$ cat config.mk
export PLATFORM = sky130hd
export DESIGN_NAME = keypad_scan
export DESIGN_NICKNAME = d
export VERILOG_FILES = /design/src/rtl/keypad_scan.sv
export SDC_FILE = /design/constraint.sdc
export NUM_CORES = 1
export LEC_CHECK = 0
export ABC_AREA = 1
export BUFFER_PORTS_ARGS = -buffer_cell sky130_fd_sc_hd__buf_4
export CORE_UTILIZATION = 28
export DETAILED_ROUTE_END_ITERATION = 10
export HOLD_SLACK_MARGIN = 0.02
export PLACE_DENSITY_LB_ADDON = 0.08
export SLEW_MARGIN = 20
export SYNTH_ARGS = -nofsm -noshare
export SYNTH_HDL_FRONTEND = slang
export SYNTH_SLANG_ARGS = --single-unit
$ cat constraint.sdc
create_clock -name clk -period 11.7 [get_ports clk]
set_input_delay 0.585 -clock clk [delete_from_list [all_inputs] [get_ports clk]]
set_output_delay 0.585 -clock clk [all_outputs]
set_load 0.02 [all_outputs]
$ cat src/rtl/keypad_scan.sv
// keypad_scan: 4x4 matrix keypad scanner with whole-frame debounce.
// Drives one row low at a time for SCAN_DIV clocks and samples the active-low
// columns at the end of each row slot. Each completed 16-key frame is decoded
// to a single key, no key, or invalid (ghost or multi-press). A key that stays
// stable for DEBOUNCE_CNT frames is accepted one clock after the frame completes.
//
// Ports:
//   clk        system clock
//   rst        asynchronous active-high reset
//   col_in     keypad columns, active-low (already synchronous)
//   key_ack    consumer acknowledge pulse; clears key_valid
//   row_out    keypad rows, active-low, one-hot-low
//   key_code   last accepted key, row*4+col
//   key_valid  set on press acceptance, cleared by key_ack
//   key_down   debounced "key held" level
//   overrun    (only with KEYPAD_OVERRUN_EN) sticky flag: a press arrived
//              while an unacknowledged key was pending; cleared by key_ack
//
// Optional feature macro: KEYPAD_OVERRUN_EN
module keypad_scan #(
  parameter int SCAN_DIV     = 1000,
  parameter int DEBOUNCE_CNT = 4
) (
  input  logic       clk,
  input  logic       rst,
  input  logic [3:0] col_in,
  input  logic       key_ack,
  output logic [3:0] row_out,
  output logic [3:0] key_code,
  output logic       key_valid,
`ifdef KEYPAD_OVERRUN_EN
  output logic       overrun,
`endif
  output logic       key_down
);

  localparam int DW = $clog2(SCAN_DIV);
  localparam int CW = $clog2(DEBOUNCE_CNT + 1);
  localparam logic [DW-1:0] DIV_LAST = DW'(SCAN_DIV - 1);
  localparam logic [CW-1:0] CNT_MAX  = CW'(DEBOUNCE_CNT);

  // Candidate encoding: 0..15 are key codes, plus two out-of-band values.
  localparam logic [4:0] CAND_NONE    = 5'd16;
  localparam logic [4:0] CAND_INVALID = 5'd17;

  logic [DW-1:0] div_q, div_d;
  logic [1:0]    row_q, row_d;
  logic [15:0]   snap_q, snap_d;
  logic [CW-1:0] cnt_q, cnt_d;
  logic [4:0]    prev_q, prev_d;
  logic [4:0]    deb_q, deb_d;
  logic          pend_press_q, pend_press_d;
  logic          pend_rel_q, pend_rel_d;
  logic [3:0]    pend_key_q, pend_key_d;
  logic [3:0]    key_code_q, key_code_d;
  logic          key_valid_q, key_valid_d;
  logic          key_down_q, key_down_d;
  logic          ovr_q, ovr_d;

  logic          sample_now;
  logic          frame_done;
  logic [15:0]   frame_vec;
  logic [4:0]    low_cnt;
  logic [3:0]    low_idx;
  logic [4:0]    cand;

  always_comb begin
    // Defaults: hold everything, no pending actions.
    div_d        = div_q;
    row_d        = row_q;
    snap_d       = snap_q;
    cnt_d        = cnt_q;
    prev_d       = prev_q;
    deb_d        = deb_q;
    pend_press_d = 1'b0;
    pend_rel_d   = 1'b0;
    pend_key_d   = pend_key_q;
    key_code_d   = key_code_q;
    key_valid_d  = key_valid_q;
    key_down_d   = key_down_q;
    ovr_d        = ovr_q;
    low_cnt      = 5'd0;
    low_idx      = 4'd0;
    cand         = CAND_NONE;

    sample_now = (div_q == DIV_LAST);
    frame_done = sample_now && (row_q == 2'd3);

    // Row scan and per-row column capture.
    if (sample_now) begin
      div_d = '0;
      row_d = row_q + 2'd1;
      snap_d[{row_q, 2'b00} +: 4] = col_in;
    end else begin
      div_d = div_q + DW'(1);
    end

    // Frame decode uses the live row-3 columns, since they land in the
    // snapshot on this same edge.
    frame_vec = {col_in, snap_q[11:0]};
    for (int i = 0; i < 16; i++) begin
      if (!frame_vec[i]) begin
        low_cnt = low_cnt + 5'd1;
        low_idx = 4'(i);
      end
    end
    if (low_cnt == 5'd0)      cand = CAND_NONE;
    else if (low_cnt == 5'd1) cand = {1'b0, low_idx};
    else                      cand = CAND_INVALID;

    if (frame_done) begin
      prev_d = cand;
      if (cand == CAND_INVALID)                cnt_d = '0;
      else if (cand == prev_q)                 cnt_d = (cnt_q == CNT_MAX) ? cnt_q : cnt_q + CW'(1);
      else                                     cnt_d = CW'(1);

      // Decision is registered and applied on the following edge.
      if ((cnt_d == CNT_MAX) && (cand != CAND_INVALID)) begin
        if (cand == CAND_NONE) begin
          pend_rel_d = 1'b1;
        end else if (cand != deb_q) begin
          pend_press_d = 1'b1;
          pend_key_d   = cand[3:0];
        end
      end
    end

    // Ack first, so a press on the same edge overrides it.
    if (key_ack && key_valid_q) begin
      key_valid_d = 1'b0;
      ovr_d       = 1'b0;
    end else if (pend_press_q && key_valid_q) begin
      ovr_d = 1'b1;
    end

    if (pend_press_q) begin
      key_code_d  = pend_key_q;
      key_valid_d = 1'b1;
      key_down_d  = 1'b1;
      deb_d       = {1'b0, pend_key_q};
    end else if (pend_rel_q) begin
      key_down_d = 1'b0;
      deb_d      = CAND_NONE;
    end
  end

  always_ff @(posedge clk or posedge rst) begin
    if (rst) begin
      div_q        <= '0;
      row_q        <= 2'd0;
      snap_q       <= 16'h0000;
      cnt_q        <= '0;
      prev_q       <= CAND_NONE;
      deb_q        <= CAND_NONE;
      pend_press_q <= 1'b0;
      pend_rel_q   <= 1'b0;
      pend_key_q   <= 4'd0;
      key_code_q   <= 4'd0;
      key_valid_q  <= 1'b0;
      key_down_q   <= 1'b0;
      ovr_q        <= 1'b0;
    end else begin
      div_q        <= div_d;
      row_q        <= row_d;
      snap_q       <= snap_d;
      cnt_q        <= cnt_d;
      prev_q       <= prev_d;
      deb_q        <= deb_d;
      pend_press_q <= pend_press_d;
      pend_rel_q   <= pend_rel_d;
      pend_key_q   <= pend_key_d;
      key_code_q   <= key_code_d;
      key_valid_q  <= key_valid_d;
      key_down_q   <= key_down_d;
      ovr_q        <= ovr_d;
    end
  end

  assign row_out   = ~(4'b0001 << row_q);
  assign key_code  = key_code_q;
  assign key_valid = key_valid_q;
  assign key_down  = key_down_q;
`ifdef KEYPAD_OVERRUN_EN
  assign overrun   = ovr_q;
`else
  logic unused_ovr;
  assign unused_ovr = ovr_q;
`endif

endmodule

==> results.cfg <==
[finish]
drive_gt1_share_pct = 13.0
num-fill-cells = 1606
diodes = 0
finish.net_count = 722
area_delta_synth_final_pct = 11.6

[floorplan]
start_util_pct = 29.1
die_area_sq_um = 15800
ios = 17
coreArea_sq_um = 14700
die_h_um = 126
die_w_um = 126
fp-row-count = 44

[logic_synthesis]
synth_area_leader_cell = dfrtp_1
yosysSeqAreaShare_pct = 28.7
synth_most_common_cell = nand2_1
ys_types = 32
synth_ff_type = dfrtp_1
netlist_area_sq_um = 4280
yosysTopAreaCellShare_pct = 27.5
async_flop_share_pct = 100
synth-edff-count = 0
syn_inst = 675
synthTopCellsByArea = dfrtp_1, nand2_1, inv_1, nand3_1, ha_1
ys_top_cells_by_count = nand2_1, inv_1, nand3_1
ys_ff_latch = 49
ys_warn_count = 0
syn-num-nets = 705
avgSynthCellArea_sq_um = 6.33

[setup_path]
r2r-start = snap_q[1]
critPathMostFrequentCell = nand2_1
r2r_slack_ns = 1.58
cp.required_ns = 11.89
worstSetupPathType = reg -> reg
path_max_fanout = 6
arrival_ns = 10.31
critPathMaxStageDelay_ns = 0.39
worstRegToRegCells = 62
worstSetupStartpointType = register
worstSetupEndpointType = register
r2r-end = pend_key_q[0]
crit_slowest_cell = dfrtp_1

[grt]
grt_pass1_wl_um = 17900
grt_pass1_vias = 3881
grt_start_max_net_pins = 50
grt_use_total_pct = 13.8
antenna_found_initial = 0
grt-ovfl-total = 0

[status]
status = finished with violations
violations = DRC

[power]
power_frac_seq_pct = 44.1
clkPwrFrac_pct = 44.4
power_switching_mw = 0.101
switching_share_pct = 26.2
p_leak_nw = 2.69
pwr-share-comb_pct = 11.6
power_density_nw_per_um2 = 80.4
p_int_mw = 0.283
ir_worst_vdd_mv = 0.0963

[sta]
clock.fmax_mhz = 98.8
relSlewSlack_pct = 58.0
fin_crit_sh_pct = 86.5
skew_ns = 0.00759
worst_pin_slew_ns = 0.630
hold_viol = 0
fin_ws_ns = 1.58
slew_viol_final = 0
period_minus_slack_ns = 10.12
rsz0062_at_grt = no
setup-tns-final_ns = 0
setup_viol = 0

[placement]
io_buffer_count = 16
dp_slack_ns = 1.58
place_congestion = 0.777
hpwl_um = 8110

[clock_tree]
numClockSinks = 49
cts-resized-gates = 0
cts_setup_buffers = 0
cts_hold_buf = 0
cts_root_buffer = clkbuf_16
cts_inserted_buffers = 5
clock_latency_ns = 0.30
cts_htree_levels = 2
path_clk_slew_ns = 0.07
cts_tree = yes
cts_max_path_buffers = 2

[route]
ant_nets = 0
dr.pass1.iters = 7
routed_wl_um = 10100
viasPerCell = 4.45
drc = 1
num_vias = 3899
wire_per_inst_um = 11.5
drt_iter0_drc = 126

[flow_run]
maxCapViolCount = 0

[min_path]
holdCritPathClass = in -> async
-- cell usage in the layout, fill, tap and decap left out, drive strengths merged --
cell	instances
nand3	76
or2	8
nand4	7
dfstp	2
clkbuf	6
nand2	232
nor2	54
nor4	3
bufinv	1
o22ai	3
o21a	2
nand3b	6
clkinv	1
a21oi	17
xnor2	3
o311ai	1
xor2	4
dfrtp	47
buf	18
o21ai	34
nor3	8
o31ai	1
inv	136
ha	23
-- power by group through the flow --
| stage | Clock, mW | Sequential (mW) | Combinational [mW] |
|---|---|---|---|
| global route | 0.181 | 0.169 | 0.0506 |
| floorplan | 0 | 0.173 | 0.0332 |
| CTS | 0.175 | 0.169 | 0.0452 |
| detailed placement | 0 | 0.173 | 0.0450 |
| global placement | 0 | 0.173 | 0.0449 |
| finish | 0.170 | 0.169 | 0.0443 |
-- metrics by stage --
step | std cells | total power, mW | utilization, % | cell area, sq um | hold slack [ns]
floorplan | 675 | 0.206 | - | 4280 | 0.365
global placement | 869 | 0.217 | 31.3 | 4600 | 0.383
detailed placement | 869 | 0.218 | 31.3 | 4600 | 0.391
CTS | 877 | 0.390 | 32.5 | 4770 | 0.404
global route | 877 | 0.401 | 32.5 | 4770 | 0.416
finish | 877 | 0.384 | 32.5 | 4770 | 0.384
-- critical path: cells and delay by family (launching register included) --
kind	cells	cell delay, ns
XOR/XNOR	1	0.29
adder cells (fa/ha/maj)	14	3.68
buffers and inverters	11	0.58
AO/OA/AOI/OAI	2	0.48
flip-flops	1	0.39
AND/OR/NAND/NOR	34	4.55
-- cell type report --
type	instances	area, sq um	area share (%)
Inverter	136	513	10.7
Sequential cell	49	1230	25.7
Clock inverter	2	38.8	0.813
Tap cell	184	230	4.82
Multi-Input combinational cell	482	2500	52.3
Timing Repair Buffer	18	135	2.83
Clock buffer	6	129	2.70
-- routing by layer --
layer / global-route usage (%) / routed length, um / part of all wire, %
met5: 0 / 0 / 0
met2: 24.2 / 4780 / 47
met3: 1.84 / 178 / 1.8
met1: 18.0 / 5050 / 50
met4: 3.44 / 98 / 0.97
-- state kept, by name, summed over array words and instances, names as in the netlist --
| name | count |
|---|---|
| key_down | 1 |
| prev_q | 5 |
| pend_press_q | 1 |
| snap_q | 12 |
| row_q | 2 |
| pend_key_q | 4 |
| deb_q | 5 |
| key_code | 4 |
| pend_rel_q | 1 |
| div_q | 10 |
| key_valid | 1 |
| cnt_q | 3 |
-- worst max-delay path by stage --
stage	end	from	slack, ns	cells after the start
after global routing	pend_key_q[0]	snap_q[1]	0.58	62
after floorplan	pend_key_q[0]	snap_q[0]	2.30	62
final	pend_key_q[0]	snap_q[1]	1.58	62
after CTS	pend_key_q[0]	snap_q[1]	1.53	66
after global placement	pend_key_q[3]	snap_q[1]	1.77	62
after detailed placement	pend_key_q[3]	snap_q[1]	1.58	66
-- logic make-up (layout without fill, tap and decap cells) --
family          after synthesis  in the layout  synth area share (%)
compound gates               58             58                  7.32
xor+xnor                      7              7                  1.43
fa+ha+maj                    23             23                  6.73
buf+inv                     144            162                  12.8
flops                        49             49                  28.7
simple gates                394            394                  42.9
Note: power is estimated with default switching activity, not from simulation.
